[src/rtl/fibonacci_core.sv]
// fibonacci_core: divided-clock Fibonacci term generator driving the user IO pads.
// Define FIB_STEP_COUNT_EN to build the saturating step counter.
module fibonacci_core #(
  parameter int WIDTH       = 30,
  parameter int IO_LSB      = 8,
  parameter int CLOCK_WIDTH = 6,
  parameter int PADS        = 38
) (
  input  logic                   wb_clk_i,
  input  logic                   reset,
  input  logic                   switch,
  input  logic [CLOCK_WIDTH-1:0] clock_sel,
  input  logic                   restart,
  output logic [PADS-1:0]        io_out,
  output logic [PADS-1:0]        io_oeb,
  output logic                   wrap_irq,
  output logic                   running,
  output logic [15:0]            step_count
);

  typedef enum logic [1:0] {
    S_IDLE,
    S_RUN,
    S_PAUSE
  } state_t;

  localparam logic [PADS-1:0] TERM_MASK =
    PADS'({WIDTH{1'b1}}) << IO_LSB;

  state_t                 r_state;
  state_t                 w_state_nxt;
  logic                   w_run_nxt;
  logic                   r_running;
  logic [WIDTH-1:0]       r_cur;
  logic [WIDTH:0]         r_nxt;
  logic [CLOCK_WIDTH-1:0] r_cnt;
  logic [CLOCK_WIDTH-1:0] r_sel_q;
  logic                   r_wrap;
  logic [PADS-1:0]        r_oeb;
  logic                   w_d_nz;
  logic                   w_tick;

  assign w_d_nz = |clock_sel;
  assign w_tick = (r_state == S_RUN) && w_d_nz &&
                  (r_cnt == clock_sel - CLOCK_WIDTH'(1));

  always_ff @(posedge wb_clk_i) begin
    if (reset) r_state <= S_IDLE;
    else       r_state <= w_state_nxt;
  end

  always_comb begin
    w_state_nxt = r_state;
    unique case (r_state)
      S_IDLE:  if (switch)  w_state_nxt = S_RUN;
      S_RUN:   if (!switch) w_state_nxt = S_PAUSE;
      S_PAUSE: if (switch)  w_state_nxt = S_RUN;
      default: w_state_nxt = S_IDLE;
    endcase
  end

  // running is a flop that tracks the state register exactly
  always_comb begin
    w_run_nxt = (w_state_nxt == S_RUN);
  end

  always_ff @(posedge wb_clk_i) begin
    if (reset) r_running <= 1'b0;
    else       r_running <= w_run_nxt;
  end

  always_ff @(posedge wb_clk_i) begin
    r_sel_q <= clock_sel;
  end

  always_ff @(posedge wb_clk_i) begin
    if (reset) begin
      r_cur  <= '0;
      r_nxt  <= (WIDTH+1)'(1);
      r_cnt  <= '0;
      r_wrap <= 1'b0;
      r_oeb  <= '1;
    end else begin
      r_wrap <= 1'b0;
      r_oeb  <= ~TERM_MASK;
      if (restart) begin
        r_cur <= '0;
        r_nxt <= (WIDTH+1)'(1);
        r_cnt <= '0;
      end else if (w_tick) begin
        r_cnt <= '0;
        // top bit of nxt flags a term too wide to display
        if (r_nxt[WIDTH]) begin
          r_cur  <= '0;
          r_nxt  <= (WIDTH+1)'(1);
          r_wrap <= 1'b1;
        end else begin
          r_cur <= r_nxt[WIDTH-1:0];
          r_nxt <= {1'b0, r_cur} + r_nxt;
        end
      end else if (r_state != S_RUN || !w_d_nz ||
                   clock_sel != r_sel_q) begin
        r_cnt <= '0;
      end else begin
        r_cnt <= r_cnt + CLOCK_WIDTH'(1);
      end
    end
  end

`ifdef FIB_STEP_COUNT_EN
  logic [15:0] r_steps;

  always_ff @(posedge wb_clk_i) begin
    if (reset || restart)
      r_steps <= '0;
    else if (w_tick && r_steps != 16'hFFFF)
      r_steps <= r_steps + 16'd1;
  end

  assign step_count = r_steps;
`else
  assign step_count = 16'h0000;
`endif

  assign io_out   = PADS'(r_cur) << IO_LSB;
  assign io_oeb   = r_oeb;
  assign wrap_irq = r_wrap;
  assign running  = r_running;

endmodule

[config.mk]
export PLATFORM = sky130hd
export DESIGN_NAME = fibonacci_core
export DESIGN_NICKNAME = d
export VERILOG_FILES = /design/src/rtl/fibonacci_core.sv
export SDC_FILE = /design/constraint.sdc
export NUM_CORES = 1
export LEC_CHECK = 0
export BUFFER_PORTS_ARGS = -buffer_cell sky130_fd_sc_hd__buf_2
export CORE_UTILIZATION = 55
export DETAILED_ROUTE_END_ITERATION = 10
export PLACE_DENSITY_LB_ADDON = 0.25
export SLEW_MARGIN = 10
export SYNTH_ARGS = -nofsm -noshare
export SYNTH_HDL_FRONTEND = slang
export SYNTH_SLANG_ARGS = --single-unit
[constraint.sdc]
create_clock -name wb_clk_i -period 3.58 [get_ports wb_clk_i]
set_input_delay 0.358 -clock wb_clk_i [delete_from_list [all_inputs] [get_ports wb_clk_i]]
set_output_delay 0.358 -clock wb_clk_i [all_outputs]
set_load 0.1 [all_outputs]
# [After elaboration in Yosys (flattened, before gate mapping)]
# Index checks and enable logic that the tools add are counted.
[word_totals] rom_bits=0 word_cells=36 n_memories=0 latchBits=0 mem_bits_rw=0 reg_bits=115
[classes] n_mux=7 eq_ne=6 n_div=0 shift=0 add_sub_neg=3 reduce_logical=11 order_cmp=0 bitwise=1 multipliers=0
[op_table] cell="2-to-1 mux 38 bit" count=1
[op_table] cell="adder 30 x 31 -> 31 bit" count=1
[op_table] cell="2-to-1 mux 31 bit" count=1
[op_table] cell="2-to-1 mux 30 bit" count=1
[op_table] cell="adder 6 x 1 -> 6 bit (second input constant)" count=1
[op_table] cell="== test 6 bit" count=1
[op_table] cell="inequality test 6 bit" count=1
[op_table] cell="OR reduction 6 bit" count=1
[op_table] cell="subtractor 6 x 1 -> 6 bit (second input constant)" count=1
[op_table] cell="== test 2 x 1 -> 1 bit (second input constant)" count=2
[op_table] cell="2-to-1 mux 2 bit" count=2
[op_table] cell="case mux 2 bit (2 select lines)" count=1
[op_table] cell="OR reduction 2 bit" count=2
[op_table] cell="OR reduction 4 bit" count=1
[op_table] cell="OR reduction 3 bit" count=1
[op_table] cell="== test 2 bit (second input constant)" count=1
[op_table] cell="logical AND 1 bit" count=2
[op_table] cell="logical NOT 2 bit" count=1
[op_table] cell="logical OR 1 bit" count=2
[op_table] cell="inequality test 2 x 1 -> 1 bit (second input constant)" count=1
[op_table] cell="logical NOT 1 bit" count=1
[op_table] cell="2-to-1 mux 1 bit" count=1
[op_table] cell="inverter 1 bit" count=1

# [Logic depth before layout (Yosys ltp)]
# Gate-level depths: netlist (run 1).
[logic_depth] word_depth=5 depth_mapped=14 depth_no_buf=10

# [Least setup slack after synthesis (run 1)]
# No wires, ideal clock.
[synth_timing] path_kind="reg2reg" from="register r_cur[0]" to="register r_nxt[14]" path_buffers=0 required_time_ns=3.510 arrival_time_ns=3.032 period_less_slack_ns=3.102 slack_ns=0.478 setup_ns=0.070 path_stages_with_launch=11 path_cell_list="dfxtp_1 ha_1 fa_1 a211oi_1 o21ai_1 and2_1 a211o_1 a31oi_1 xor2_1 or3_1 a21oi_1"
[synth_via] elab_chain_cells=2
[synth_rtl] element="from (decl)" line_no="34" text="logic [WIDTH-1:0] r_cur;"
[synth_rtl] element="from (signal assigned)" line_no="98" text="r_cur <= r_nxt[WIDTH-1:0];"
[synth_rtl] element="adder 30 x 31 -> 31 bit" line_no="99" text="r_nxt <= {1'b0, r_cur} + r_nxt;"
[synth_rtl] element="2-to-1 mux 31 bit" line_no="93" text="if (r_nxt[WIDTH]) begin"
[synth_rtl] element="to (signal assigned)" line_no="88" text="r_nxt <= (WIDTH+1)'(1);"
[synth_rtl] element="to (signal assigned)" line_no="95" text="r_nxt <= (WIDTH+1)'(1);"
[synth_rtl] element="to (signal assigned)" line_no="99"
[synth_rtl] element="to (decl)" line_no="35" text="logic [WIDTH:0] r_nxt;"
# Every way passes these cells.
# A chain may end at the register's enable or synchronous reset.

# [Final worst setup path (run 1)]
# Same ends and word-level chain as after synthesis.

==> qor.json, run 1 <==
{
  "run_status": {"value": "finished clean"},
  "number_of_antenna_violations_at_the_first_check_in_global_routing": {"value": 0},
  "ioPinCount": {"value": 104},
  "grt_util_all_layers": {"value": 0.218},
  "gp_congestion": {"value": 0.931},
  "synth_compound_gate_area_share": {"value": 0.231},
  "setup_viol": {"value": 0},
  "cts_tree": {"value": "yes"},
  "crit_chain": {"value": "ha_1 -> fa_1 -> a211oi_1 -> o21ai_1 -> and2_1 -> a211o_1 -> a31oi_1 -> xor2_1 -> or3_1 -> a21oi_1"},
  "layout_min_cycle_time": {"value": 2.81, "unit": "ns"},
  "drt-total-wl": {"value": 9710, "unit": "µm"},
  "final_nets": {"value": 618},
  "critPathMaxStageDelay": {"value": 0.43, "unit": "ns"},
  "worst_skew_pair.late_latency": {"value": 0.35, "unit": "ns"},
  "finalSetupTns": {"value": 0, "unit": "ns"},
  "worstSetupStartpointType": {"value": "flip-flop"},
  "hpwlAfterDp": {"value": 6920, "unit": "µm"},
  "clock-root-buffer": {"value": "sky130_fd_sc_hd__clkbuf_8"},
  "synth_top_family_by_area": {"value": "compound AO/OA/AOI/OAI gates"},
  "clk_pin_slew": {"value": 0.09, "unit": "ns"},
  "dr.pass1.iters": {"value": 4},
  "detail_route.vias_per_cell": {"value": 5.76},
  "cts_repair_resize_count": {"value": 0},
  "avgRoutedWirePerCell": {"value": 14.2, "unit": "µm"},
  "cts_hold_buf": {"value": 0},
  "syn_area": {"value": 4850, "unit": "µm²"},
  "via_count_of_the_first_global_routing_pass": {"value": 3470},
  "finalCritPeriodShare": {"value": 0.784},
  "synth_cells": {"value": 547},
  "drv_cap": {"value": 0},
  "synth_enable_flop_cells": {"value": 0},
  "ant_nets": {"value": 0},
  "num_rows": {"value": 33},
  "max_slew.worst_pin.slew": {"value": 0.841, "unit": "ns"},
  "synth_register_bits": {"value": 78},
  "die-height": {"value": 95.9, "unit": "µm"},
  "placed_cells_incl_taps": {"value": 668},
  "synthSimpleGateAreaFrac": {"value": 0.143},
  "wire_length_of_the_first_global_routing_pass": {"value": 15800, "unit": "µm"},
  "synthDominantAreaCellType": {"value": "sky130_fd_sc_hd__dfxtp_1"},
  "grt_overflow": {"value": 0},
  "synth-async-reset-ratio": {"value": 0},
  "antennaDiodeCount": {"value": 0},
  "post_synth_xor_area_fraction": {"value": 0.0705},
  "grt_start_max_net_pins": {"value": 36},
  "timing.fmax": {"value": 356, "unit": "MHz"},
  "holdCritPathClass": {"value": "input pin to flip-flop"},
  "number_of_warnings_reported_in_the_yosys_synthesis_log": {"value": 0},
  "cts.sink_count": {"value": 78},
  "fp.coreArea": {"value": 8380, "unit": "µm²"},
  "worst-endpoint-required": {"value": 3.86, "unit": "ns"},
  "fraction_of_synthesized_area_in_multiplexers": {"value": 0},
  "cts-buffers-inserted": {"value": 9},
  "cts.path.max_buffers": {"value": 2},
  "initial_core_util": {"value": 0.578},
  "total_leakage_power": {"value": 2.37, "unit": "nW"},
  "detailedPlace.worstSlack": {"value": 0.755, "unit": "ns"},
  "mostFrequentLayoutCells": {"value": "sky130_fd_sc_hd__dfxtp_1 (78), sky130_fd_sc_hd__buf_2 (71), sky130_fd_sc_hd__a22o_1 (40), sky130_fd_sc_hd__a21oi_1 (40), sky130_fd_sc_hd__nor2_1 (35)"},
  "remaining_drc_errors": {"value": 0},
  "port_buffers": {"value": 71},
  "yosys.area_share.adder": {"value": 0.0893},
  "die_x": {"value": 95.9, "unit": "µm"},
  "synth_sequential_area_ratio": {"value": 0.322},
  "netlist_top_cells_area": {"value": "sky130_fd_sc_hd__dfxtp_1 (32%), sky130_fd_sc_hd__buf_4 (9.8%), sky130_fd_sc_hd__ha_1 (8.5%)"},
  "h-tree-depth": {"value": 3},
  "synthFlopType": {"value": "sky130_fd_sc_hd__dfxtp_1"},
  "crit_arrival": {"value": 3.09, "unit": "ns"},
  "worst_vdd_ir": {"value": 0.170, "unit": "mV"},
  "critPathTopFamily": {"value": "compound AO/OA/AOI/OAI gates"},
  "cpMaxStageDelayCell": {"value": "sky130_fd_sc_hd__fa_1"},
  "power_density": {"value": 364, "unit": "nW/µm²"},
  "syn2layout_area_growth": {"value": 3.56, "unit": "%"},
  "layout_setup_ws": {"value": 0.773, "unit": "ns"},
  "syn-mean-instance-area": {"value": 8.86, "unit": "µm²"},
  "layoutNonFillerInstCount": {"value": 684},
  "grt_setup_unrepaired": {"value": "false"},
  "slew_viols_final": {"value": 0},
  "routed-via-count": {"value": 3943},
  "final.setup_skew": {"value": 0.00991, "unit": "ns"},
  "worst_relative_slew_slack": {"value": 0.439},
  "ys_types": {"value": 55},
  "drive_gt1_frac": {"value": 0.164},
  "final-hold-violation-count": {"value": 0},
  "synth_largest_type_area_fraction": {"value": 0.322},
  "crit_path_max_fanout": {"value": 4},
  "post-layout-total-power": {"value": 1.83, "unit": "mW"},
  "final_common_cell": {"value": "sky130_fd_sc_hd__dfxtp_1"},
  "endpoint_kind": {"value": "flip-flop"},
  "initialDrtViolationCount": {"value": 137},
  "timing_worst_setup_path_type": {"value": "flip-flop to flip-flop"},
  "post-cts-setup-buffers": {"value": 0},
  "combined_buffer_and_inverter_count_along_the_critical_path": {"value": 0},
  "floorplan.die_area": {"value": 9190, "unit": "µm²"}
}
final cells by class:
| cell class | instances | area, µm² |
|---|---|---|
| Tap cell | 105 | 131 |
| Inverter | 11 | 41.3 |
| Fill cell | 782 | 3360 |
| Multi-Input combinational cell | 399 | 2710 |
| Clock buffer | 12 | 145 |
| Timing Repair Buffer | 75 | 398 |
| Clock inverter | 4 | 32.5 |
| Sequential cell | 78 | 1560 |
through the flow:
stage	area (µm²)	hold WS, ns	util
global placement	4840	0.465	0.578
floorplan	4960	0.386	-
CTS	5020	0.150	0.599
finish	5020	0.163	0.599
global route	5020	0.162	0.599
detailed placement	4840	0.467	0.578
per-layer routing:
metal	global-route usage	wire length (µm)	up-vias
li1	-	-	1936
met1	0.284	4660	1868
met2	0.363	4410	129
met3	0.0355	503	10
met4	0.0821	133	0
met5	0	0	-
worst register-to-register path: cells and delay by family (launching register included):
family / cells / cell delay (ns)
compound gates: 5 / 1.15
simple gates: 2 / 0.51
fa+ha+maj: 2 / 0.65
flops: 1 / 0.33
xor+xnor: 1 / 0.08
where the power goes:
| part | leakage [nW] | internal (mW) | switching (mW) |
|---|---|---|---|
| sequential | 0.631 | 0.873 | 0.00574 |
| combinational | 1.65 | 0.0279 | 0.318 |
| clock | 0.0828 | 0.274 | 0.330 |
synthesized netlist by cell type (all sizes together), types with 5 or more instances:
| master | instances |
|---|---|
| dfxtp | 78 |
| buf | 74 |
| a21oi | 40 |
| a22o | 40 |
| nor2 | 36 |
| ha | 33 |
| xnor2 | 24 |
| nand2 | 23 |
| a21o | 22 |
| o21ai | 18 |
| clkbuf | 15 |
| xor2 | 15 |
| nor3 | 14 |
| nand3 | 13 |
| inv | 11 |
| and3 | 9 |
| or3 | 8 |
| nand4 | 6 |
| a211oi | 5 |
| a31oi | 5 |
| o21a | 5 |
logic make-up after synthesis:
family          Yosys count
compound gates          160
simple gates            134
buf+inv                 100
flops                    78
xor+xnor                 39
fa+ha+maj                34
other cells               2
flip-flops by register name, indices dropped and copies added, names as in the netlist:
register / count
r_cnt: 6
r_sel_q: 6
running: 1
io_oeb: 1
r_nxt: 31
wrap_irq: 1
r_state: 2
r_cur: 30
final timing paths:
kind / from / end / slack [ns] / depth (start not counted)
setup / recovery: r_cur[0] / r_nxt[14] / 0.77 / 10
hold / removal: reset / io_oeb[36] / 0.16 / 1
setup reg to reg: r_cur[0] / r_nxt[14] / 0.77 / 10
hold reg to reg: r_nxt[9] / r_nxt[9] / 0.48 / 2
No activity file was read; power rests on OpenSTA's default activity.
==> inputs of run 2 (changes only) <==
--- a/config.mk
+++ b/config.mk
@@ -5,8 +5,9 @@
 export SDC_FILE = /design/constraint.sdc
 export NUM_CORES = 1
 export LEC_CHECK = 0
+export ABC_AREA = 1
 export BUFFER_PORTS_ARGS = -buffer_cell sky130_fd_sc_hd__buf_2
-export CORE_UTILIZATION = 55
+export CORE_UTILIZATION = 57
 export DETAILED_ROUTE_END_ITERATION = 10
 export PLACE_DENSITY_LB_ADDON = 0.25
 export SLEW_MARGIN = 10
==> constraint.sdc (replaced) <==
create_clock -name wb_clk_i -period 2.8 [get_ports wb_clk_i]
set_input_delay 0.28 -clock wb_clk_i [delete_from_list [all_inputs] [get_ports wb_clk_i]]
set_output_delay 0.28 -clock wb_clk_i [all_outputs]
set_load 0.1 [all_outputs]
==> qor.json, run 2 <==
{
  "reg_top3": {"value": "r_nxt: 31 flops, r_cur: 30 flops", "change": "unchanged"},
  "syn-mean-instance-area": {"value": 6.22, "unit": "µm²", "change": "was 8.86 µm²"},
  "grt_start_max_net_pins": {"value": 62, "change": "was 36"},
  "avgRoutedWirePerCell": {"value": 11.6, "unit": "µm", "change": "was 14.2 µm"},
  "n_fill_cell": {"value": 957, "change": "was 782"},
  "top_layer_used": {"value": "met4", "change": "unchanged"},
  "clock-root-buffer": {"value": "sky130_fd_sc_hd__clkbuf_8", "change": "unchanged"},
  "finalCritPeriodShare": {"value": 0.767, "change": "was 0.784"},
  "grt_overflow": {"value": 0, "change": "unchanged"},
  "stdcell_area": {"value": 5860, "unit": "µm²", "change": "was 5020 µm²"},
  "slew_viols_final": {"value": 0, "change": "unchanged"},
  "remaining_drc_errors": {"value": 0, "change": "unchanged"},
  "via_count_of_the_first_global_routing_pass": {"value": 4581, "change": "was 3470"},
  "post-layout-total-power": {"value": 2.45, "unit": "mW", "change": "was 1.83 mW"},
  "worst-endpoint-required": {"value": 3.09, "unit": "ns", "change": "was 3.86 ns"},
  "post-synth-top-count-cell": {"value": "sky130_fd_sc_hd__nand2_1", "change": "was sky130_fd_sc_hd__dfxtp_1"},
  "cts_tree": {"value": "yes", "change": "unchanged"},
  "post-cts-setup-buffers": {"value": 0, "change": "unchanged"},
  "synth_cells": {"value": 889, "change": "was 547"},
  "seqCellArea": {"value": 1560, "unit": "µm²", "change": "unchanged"},
  "power_density": {"value": 418, "unit": "nW/µm²", "change": "was 364 nW/µm²"},
  "synth_enable_flop_cells": {"value": 0, "change": "unchanged"},
  "initial_core_util": {"value": 0.592, "change": "was 0.578"},
  "worst_skew_pair.late_latency": {"value": 0.37, "unit": "ns", "change": "was 0.35 ns"},
  "grt_util_all_layers": {"value": 0.255, "change": "was 0.218"},
  "hpwlAfterDp": {"value": 9350, "unit": "µm", "change": "was 6920 µm"},
  "setup_viol": {"value": 0, "change": "unchanged"},
  "num_rows": {"value": 35, "change": "was 33"},
  "wire_length_of_the_first_global_routing_pass": {"value": 20700, "unit": "µm", "change": "was 15800 µm"},
  "cts.sink_count": {"value": 78, "change": "unchanged"},
  "worstSetupStartpointType": {"value": "flip-flop", "change": "unchanged"},
  "mostFrequentLayoutCells": {"value": "sky130_fd_sc_hd__nand2_1 (321), sky130_fd_sc_hd__inv_1 (111), sky130_fd_sc_hd__a21oi_1 (80)", "change": "was sky130_fd_sc_hd__dfxtp_1 (78), sky130_fd_sc_hd__buf_2 (71), sky130_fd_sc_hd__a22o_1 (40), sky130_fd_sc_hd__a21oi_1 (40), sky130_fd_sc_hd__nor2_1 (35)"},
  "crit_path_max_fanout": {"value": 4, "change": "unchanged"},
  "synth_largest_type_area_fraction": {"value": 0.283, "change": "was 0.322"},
  "fp.coreArea": {"value": 9330, "unit": "µm²", "change": "was 8380 µm²"},
  "die-height": {"value": 100, "unit": "µm", "change": "was 95.9 µm"},
  "cts_repair_resize_count": {"value": 0, "change": "unchanged"},
  "die_x": {"value": 100, "unit": "µm", "change": "was 95.9 µm"},
  "routed-wl-met2": {"value": 5410, "unit": "µm", "change": "was 4410 µm"},
  "final-hold-violation-count": {"value": 0, "change": "unchanged"},
  "ioPinCount": {"value": 104, "change": "unchanged"},
  "area_of_the_multi_input_gates": {"value": 3120, "unit": "µm²", "change": "was 2710 µm²"},
  "grt_setup_unrepaired": {"value": "false", "change": "unchanged"},
  "max_slew.worst_pin.slew": {"value": 0.635, "unit": "ns", "change": "was 0.841 ns"},
  "ys_types": {"value": 32, "change": "was 55"},
  "fin_worst_hold_slack": {"value": 0.0385, "unit": "ns", "change": "was 0.163 ns"},
  "timing.fmax": {"value": 466, "unit": "MHz", "change": "was 356 MHz"},
  "largest_register_ff_count": {"value": 31, "change": "unchanged"},
  "port_buffers": {"value": 71, "change": "unchanged"},
  "synthDominantAreaCellType": {"value": "sky130_fd_sc_hd__dfxtp_1", "change": "unchanged"},
  "largest-register": {"value": "r_nxt", "change": "unchanged"},
  "drt-total-wl": {"value": 12300, "unit": "µm", "change": "was 9710 µm"},
  "layout_min_cycle_time": {"value": 2.15, "unit": "ns", "change": "was 2.81 ns"},
  "cts_hold_buf": {"value": 0, "change": "unchanged"},
  "dr.pass1.iters": {"value": 5, "change": "was 4"},
  "synth_register_bits": {"value": 78, "change": "unchanged"},
  "cts-buffers-inserted": {"value": 9, "change": "unchanged"},
  "route.met3.wl": {"value": 616, "unit": "µm", "change": "was 503 µm"},
  "syn_area": {"value": 5530, "unit": "µm²", "change": "was 4850 µm²"},
  "syn2layout_area_growth": {"value": 6.00, "unit": "%", "change": "was 3.56%"},
  "detailedPlace.worstSlack": {"value": 0.607, "unit": "ns", "change": "was 0.755 ns"},
  "final_common_cell": {"value": "sky130_fd_sc_hd__nand2_1", "change": "was sky130_fd_sc_hd__dfxtp_1"},
  "gp_congestion": {"value": 0.986, "change": "was 0.931"},
  "run_status": {"value": "finished clean", "change": "unchanged"},
  "synth_sequential_area_ratio": {"value": 0.283, "change": "was 0.322"},
  "drv_cap": {"value": 0, "change": "unchanged"},
  "synth-async-reset-ratio": {"value": 0, "change": "unchanged"},
  "number_of_warnings_reported_in_the_yosys_synthesis_log": {"value": 0, "change": "unchanged"},
  "endpoint_kind": {"value": "flip-flop", "change": "unchanged"},
  "layout_setup_ws": {"value": 0.652, "unit": "ns", "change": "was 0.773 ns"},
  "met1_length": {"value": 6000, "unit": "µm", "change": "was 4660 µm"},
  "holdCritPathClass": {"value": "input pin to flip-flop", "change": "unchanged"},
  "place_area": {"value": 5660, "unit": "µm²", "change": "was 4840 µm²"},
  "detail_route.vias_per_cell": {"value": 4.90, "change": "was 5.76"},
  "final_nets": {"value": 970, "change": "was 618"},
  "total_leakage_power": {"value": 3.09, "unit": "nW", "change": "was 2.37 nW"},
  "floorplan.die_area": {"value": 10100, "unit": "µm²", "change": "was 9190 µm²"},
  "synthFlopType": {"value": "sky130_fd_sc_hd__dfxtp_1", "change": "unchanged"},
  "worst_vdd_ir": {"value": 0.300, "unit": "mV", "change": "was 0.170 mV"},
  "routed-via-count": {"value": 5195, "change": "was 3943"},
  "cts.path.max_buffers": {"value": 2, "change": "unchanged"},
  "antennaDiodeCount": {"value": 0, "change": "unchanged"},
  "number_of_antenna_violations_at_the_first_check_in_global_routing": {"value": 0, "change": "unchanged"},
  "timing_worst_setup_path_type": {"value": "flip-flop to flip-flop", "change": "unchanged"},
  "drive_gt1_frac": {"value": 0.107, "change": "was 0.164"},
  "post_synth_most_frequent_cells": {"value": "sky130_fd_sc_hd__nand2_1 (321), sky130_fd_sc_hd__inv_1 (111), sky130_fd_sc_hd__a21oi_1 (80), sky130_fd_sc_hd__dfxtp_1 (78), sky130_fd_sc_hd__nand3_1 (62)", "change": "was sky130_fd_sc_hd__dfxtp_1 (78), sky130_fd_sc_hd__buf_4 (63), sky130_fd_sc_hd__a21oi_1 (40), sky130_fd_sc_hd__a22o_1 (40), sky130_fd_sc_hd__nor2_1 (35)"},
  "worst_relative_slew_slack": {"value": 0.576, "change": "was 0.439"},
  "clk_pin_slew": {"value": 0.09, "unit": "ns", "change": "about the same"},
  "final.setup_skew": {"value": 0.0120, "unit": "ns", "change": "was 0.00991 ns"},
  "crit_arrival": {"value": 2.44, "unit": "ns", "change": "was 3.09 ns"},
  "netlist_top_cells_area": {"value": "sky130_fd_sc_hd__dfxtp_1 (28%), sky130_fd_sc_hd__nand2_1 (22%), sky130_fd_sc_hd__buf_4 (8.3%)", "change": "was sky130_fd_sc_hd__dfxtp_1 (32%), sky130_fd_sc_hd__buf_4 (9.8%), sky130_fd_sc_hd__ha_1 (8.5%)"},
  "finalSetupTns": {"value": 0, "unit": "ns", "change": "unchanged"},
  "h-tree-depth": {"value": 3, "change": "unchanged"},
  "initialDrtViolationCount": {"value": 243, "change": "was 137"},
  "ant_nets": {"value": 0, "change": "unchanged"}
}
-- run 2: cell count changes in the layout (fill, tap and decap cells not counted), moves of 9 or more --
cell	delta
sky130_fd_sc_hd__nand2_1	+298
sky130_fd_sc_hd__inv_1	+100
sky130_fd_sc_hd__nor2_1	+24
sky130_fd_sc_hd__nand3_1	+49
sky130_fd_sc_hd__nor3_1	-9
sky130_fd_sc_hd__xnor2_1	-21
sky130_fd_sc_hd__a21oi_1	+40
sky130_fd_sc_hd__a22o_1	-40
sky130_fd_sc_hd__a21o_1	-21
-- run 2: through the flow --
stage,utilization,std cells
final,0.628,1060
after global routing,0.628,1060
after CTS,0.628,1060
after detailed placement,0.606,1044
after global placement,0.606,1044
after floorplan,-,919
-- run 2: final cells by class --
type	instances	area share
Timing Repair Buffer	76	0.0671
Clock buffer	9	0.0211
Multi-Input combinational cell	649	0.533
Tap cell	129	0.0276
Sequential cell	78	0.267
Inverter	112	0.0718
Clock inverter	7	0.0132
-- run 2: cell families (layout without fill, tap and decap cells) --
group	after synthesis	count (layout)	synth area share
compound gates	94	94	0.0879
xor+xnor	16	16	0.0254
fa+ha+maj	34	34	0.0784
buf+inv	192	204	0.173
flops	78	78	0.283
other cells	2	32	0.00136
simple gates	473	473	0.351
-- run 2: where the power goes --
group          switching [mW]  total (mW)  internal (mW)  leakage [nW]
logic                   0.410       0.444         0.0342          2.35
registers             0.00690        1.12           1.12         0.631
clock network           0.461       0.882          0.421         0.101
-- run 2: worst paths after layout --
path,from,end,slack (ns),depth (start not counted)
min reg2reg,r_nxt[5],r_cur[5],0.48,2
max,r_cur[0],r_nxt[24],0.65,11
min,clock_sel[5],r_sel_q[5],0.04,1
max reg2reg,r_cur[0],r_nxt[24],0.65,11
-- run 2: metal layers --
metal / up-vias / global-route usage
li1: 2777 / -
met1: 2254 / 0.338
met2: 142 / 0.416
met3: 22 / 0.0451
met4: 0 / 0.0936
met5: - / 0
-- run 2: worst max-delay path, cell delays in order, from the launching register on --
cell	delay [ns]
sky130_fd_sc_hd__dfxtp_1	0.33
sky130_fd_sc_hd__ha_1	0.25
sky130_fd_sc_hd__fa_1	0.44
sky130_fd_sc_hd__nand3_1	0.11
sky130_fd_sc_hd__nand3_1	0.15
sky130_fd_sc_hd__nand2_1	0.10
sky130_fd_sc_hd__nand2_1	0.15
sky130_fd_sc_hd__nand2_1	0.14
sky130_fd_sc_hd__nand3_1	0.09
sky130_fd_sc_hd__nand2_1	0.08
sky130_fd_sc_hd__nand3_1	0.08
sky130_fd_sc_hd__a21oi_1	0.16
==> inputs of run 3 (changes only) <==
==> constraint.sdc (replaced) <==
create_clock -name wb_clk_i -period 2.1 [get_ports wb_clk_i]
set_input_delay 0.21 -clock wb_clk_i [delete_from_list [all_inputs] [get_ports wb_clk_i]]
set_output_delay 0.21 -clock wb_clk_i [all_outputs]
set_load 0.1 [all_outputs]
==> qor.json, run 3 (synthesis results as in run 2) <==
{
  "timing.fmax": {"value": 503, "unit": "MHz", "change": "was 466 MHz"},
  "die-height": {"value": 100, "unit": "µm", "change": "unchanged"},
  "hpwlAfterDp": {"value": 9150, "unit": "µm", "change": "was 9350 µm"},
  "reg_top3": {"value": "r_nxt: 31 flops, r_cur: 30 flops", "change": "unchanged"},
  "port_buffers": {"value": 71, "change": "unchanged"},
  "largest_register_ff_count": {"value": 31, "change": "unchanged"},
  "worst_skew_pair.late_latency": {"value": 0.36, "unit": "ns", "change": "was 0.37 ns"},
  "grt_util_all_layers": {"value": 0.256, "change": "was 0.255"},
  "grt_start_max_net_pins": {"value": 62, "change": "unchanged"},
  "initial_core_util": {"value": 0.592, "change": "unchanged"},
  "run_status": {"value": "finished clean", "change": "unchanged"},
  "mostFrequentLayoutCells": {"value": "sky130_fd_sc_hd__nand2_1 (321), sky130_fd_sc_hd__inv_1 (110), sky130_fd_sc_hd__a21oi_1 (80)", "change": "was sky130_fd_sc_hd__nand2_1 (321), sky130_fd_sc_hd__inv_1 (111), sky130_fd_sc_hd__a21oi_1 (80)"},
  "die_x": {"value": 100, "unit": "µm", "change": "unchanged"},
  "avgRoutedWirePerCell": {"value": 12.1, "unit": "µm", "change": "was 11.6 µm"},
  "netSwitchingFraction": {"value": 0.373, "change": "was 0.359"},
  "endpoint_kind": {"value": "flip-flop", "change": "unchanged"},
  "cts-buffers-inserted": {"value": 9, "change": "unchanged"},
  "power_density": {"value": 523, "unit": "nW/µm²", "change": "was 418 nW/µm²"},
  "worst_vdd_ir": {"value": 0.411, "unit": "mV", "change": "was 0.300 mV"},
  "final_nets": {"value": 980, "change": "was 970"},
  "final-hold-violation-count": {"value": 0, "change": "unchanged"},
  "wire_length_of_the_first_global_routing_pass": {"value": 21000, "unit": "µm", "change": "was 20700 µm"},
  "holdCritPathClass": {"value": "input pin to flip-flop", "change": "unchanged"},
  "num_rows": {"value": 35, "change": "unchanged"},
  "total_leakage_power": {"value": 3.17, "unit": "nW", "change": "was 3.09 nW"},
  "cts_tree": {"value": "yes", "change": "unchanged"},
  "top_layer_used": {"value": "met4", "change": "unchanged"},
  "dr.pass1.iters": {"value": 5, "change": "unchanged"},
  "final_common_cell": {"value": "sky130_fd_sc_hd__nand2_1", "change": "unchanged"},
  "finalCritPeriodShare": {"value": 0.947, "change": "was 0.767"},
  "fin_worst_hold_slack": {"value": 0.00958, "unit": "ns", "change": "was 0.0385 ns"},
  "syn2layout_area_growth": {"value": 9.40, "unit": "%", "change": "was 6.00%"},
  "via_count_of_the_first_global_routing_pass": {"value": 4646, "change": "was 4581"},
  "detail_route.vias_per_cell": {"value": 4.89, "change": "was 4.90"},
  "worst_relative_slew_slack": {"value": 0.573, "change": "was 0.576"},
  "setup_viol": {"value": 0, "change": "unchanged"},
  "power.internal": {"value": 1.98, "unit": "mW", "change": "was 1.57 mW"},
  "power_frac_comb": {"value": 0.189, "change": "was 0.181"},
  "share_seq_of_total_power": {"value": 0.473, "change": "was 0.458"},
  "initialDrtViolationCount": {"value": 359, "change": "was 243"},
  "finish.utilization": {"value": 0.648, "change": "was 0.628"},
  "clk_pin_slew": {"value": 0.09, "unit": "ns", "change": "about the same"},
  "net_sw_power": {"value": 1.18, "unit": "mW", "change": "was 878 µW"},
  "max_slew.worst_pin.slew": {"value": 0.640, "unit": "ns", "change": "was 0.635 ns"},
  "routed-wl-met2": {"value": 5660, "unit": "µm", "change": "was 5410 µm"},
  "stdcell_area": {"value": 6040, "unit": "µm²", "change": "was 5860 µm²"},
  "timing_worst_setup_path_type": {"value": "flip-flop to flip-flop", "change": "unchanged"},
  "number_of_antenna_violations_at_the_first_check_in_global_routing": {"value": 0, "change": "unchanged"},
  "slew_viols_final": {"value": 0, "change": "unchanged"},
  "routed-via-count": {"value": 5237, "change": "was 5195"},
  "gp_congestion": {"value": 0.931, "change": "was 0.986"},
  "remaining_drc_errors": {"value": 0, "change": "unchanged"},
  "largest-register": {"value": "r_nxt", "change": "unchanged"},
  "route.met3.wl": {"value": 836, "unit": "µm", "change": "was 616 µm"},
  "place_area": {"value": 5720, "unit": "µm²", "change": "was 5660 µm²"},
  "clock_power_share": {"value": 0.338, "change": "was 0.360"},
  "layoutNonFillerInstCount": {"value": 1070, "change": "was 1060"},
  "floorplan.die_area": {"value": 10100, "unit": "µm²", "change": "unchanged"},
  "drt-total-wl": {"value": 12900, "unit": "µm", "change": "was 12300 µm"},
  "clock-root-buffer": {"value": "sky130_fd_sc_hd__clkbuf_8", "change": "unchanged"},
  "drv_cap": {"value": 0, "change": "unchanged"},
  "worst-endpoint-required": {"value": 2.31, "unit": "ns", "change": "was 3.09 ns"},
  "worstSetupStartpointType": {"value": "flip-flop", "change": "unchanged"},
  "grt_overflow": {"value": 0, "change": "unchanged"},
  "met1_length": {"value": 6140, "unit": "µm", "change": "was 6000 µm"},
  "final.setup_skew": {"value": 0.00850, "unit": "ns", "change": "was 0.0120 ns"},
  "antennaDiodeCount": {"value": 0, "change": "unchanged"},
  "crit_path_max_fanout": {"value": 4, "change": "unchanged"},
  "drive_gt1_frac": {"value": 0.150, "change": "was 0.107"},
  "h-tree-depth": {"value": 3, "change": "unchanged"},
  "cts.sink_count": {"value": 78, "change": "unchanged"},
  "layout_min_cycle_time": {"value": 1.99, "unit": "ns", "change": "was 2.15 ns"},
  "crit_arrival": {"value": 2.20, "unit": "ns", "change": "was 2.44 ns"},
  "ant_nets": {"value": 0, "change": "unchanged"},
  "placed_cells_incl_taps": {"value": 1046, "change": "was 1044"},
  "finalSetupTns": {"value": 0, "unit": "ns", "change": "unchanged"},
  "ioPinCount": {"value": 104, "change": "unchanged"},
  "fp.coreArea": {"value": 9330, "unit": "µm²", "change": "unchanged"},
  "cts.path.max_buffers": {"value": 2, "change": "unchanged"},
  "grt_setup_unrepaired": {"value": "true", "change": "was false"}
}
run 3: changes by cell type in the layout (fill, tap and decap cells not counted), sizes merged:
| cell | before | now |
|---|---|---|
| clkbuf | 9 | 11 |
| buf | 76 | 81 |
| bufinv | 1 | 0 |
| dlygate4sd3 | 0 | 3 |
| clkinvlp | 1 | 2 |
run 3: repair_timing:
item / in CTS / in global routing
hold buffers: 3 / 0
hold endpoints to repair: 3 / 0
endpoints found under the setup margin: 0 / 18
resized for setup: 0 / 6
buffers inserted: 0 / 1
run 3: final cells by class:
class	instances	area [µm²]
clock buffer	9	124
sequential	78	1600
timing repair buffer	86	547
multi-input combinational	649	3140
clock inverter	7	57.6
fill	954	3280
inverter	112	420
tap	129	161
run 3: worst paths after layout:
| path | startpoint | endpoint | slack, ns | depth (start not counted) |
|---|---|---|---|---|
| worst min-delay path | reset | io_oeb[36] | 0.01 | 1 |
| worst max register to register | r_cur[0] | r_nxt[12] | 0.11 | 9 |
| worst min register to register | r_nxt[3] | r_cur[3] | 0.47 | 2 |
| worst max-delay path | r_cur[0] | r_nxt[12] | 0.11 | 9 |
run 3: critical path, stage by stage, from the launching register on:
cell,delay [ns]
sky130_fd_sc_hd__dfxtp_2,0.34
sky130_fd_sc_hd__ha_1,0.22
sky130_fd_sc_hd__fa_1,0.40
sky130_fd_sc_hd__nand3_1,0.12
sky130_fd_sc_hd__nand3_2,0.11
sky130_fd_sc_hd__nand3_1,0.11
sky130_fd_sc_hd__nand3_2,0.11
sky130_fd_sc_hd__or2_2,0.29
sky130_fd_sc_hd__nand3_1,0.08
sky130_fd_sc_hd__a21oi_1,0.07
run 3: layer usage:
layer | track usage | up-vias
li1 | - | 2786
met3 | 0.0444 | 26
met2 | 0.414 | 187
met1 | 0.347 | 2238
met5 | 0 | -
met4 | 0.0803 | 0
run 3: metrics by stage:
stage / total power, mW / setup WS (ns)
after global routing: 3.27 / -0.0254
after floorplan: 2.16 / -0.0732
after CTS: 3.18 / 0.0906
after detailed placement: 2.12 / 0.0957
after global placement: 2.12 / 0.124
final: 3.16 / 0.112
run 3: power groups by stage:
stage / clock network [mW] / registers [mW] / logic [mW]
floorplan: 0 / 1.55 / 0.611
global placement: 0 / 1.53 / 0.591
detailed placement: 0 / 1.53 / 0.592
CTS: 1.09 / 1.50 / 0.596
global route: 1.15 / 1.50 / 0.619
finish: 1.07 / 1.50 / 0.599
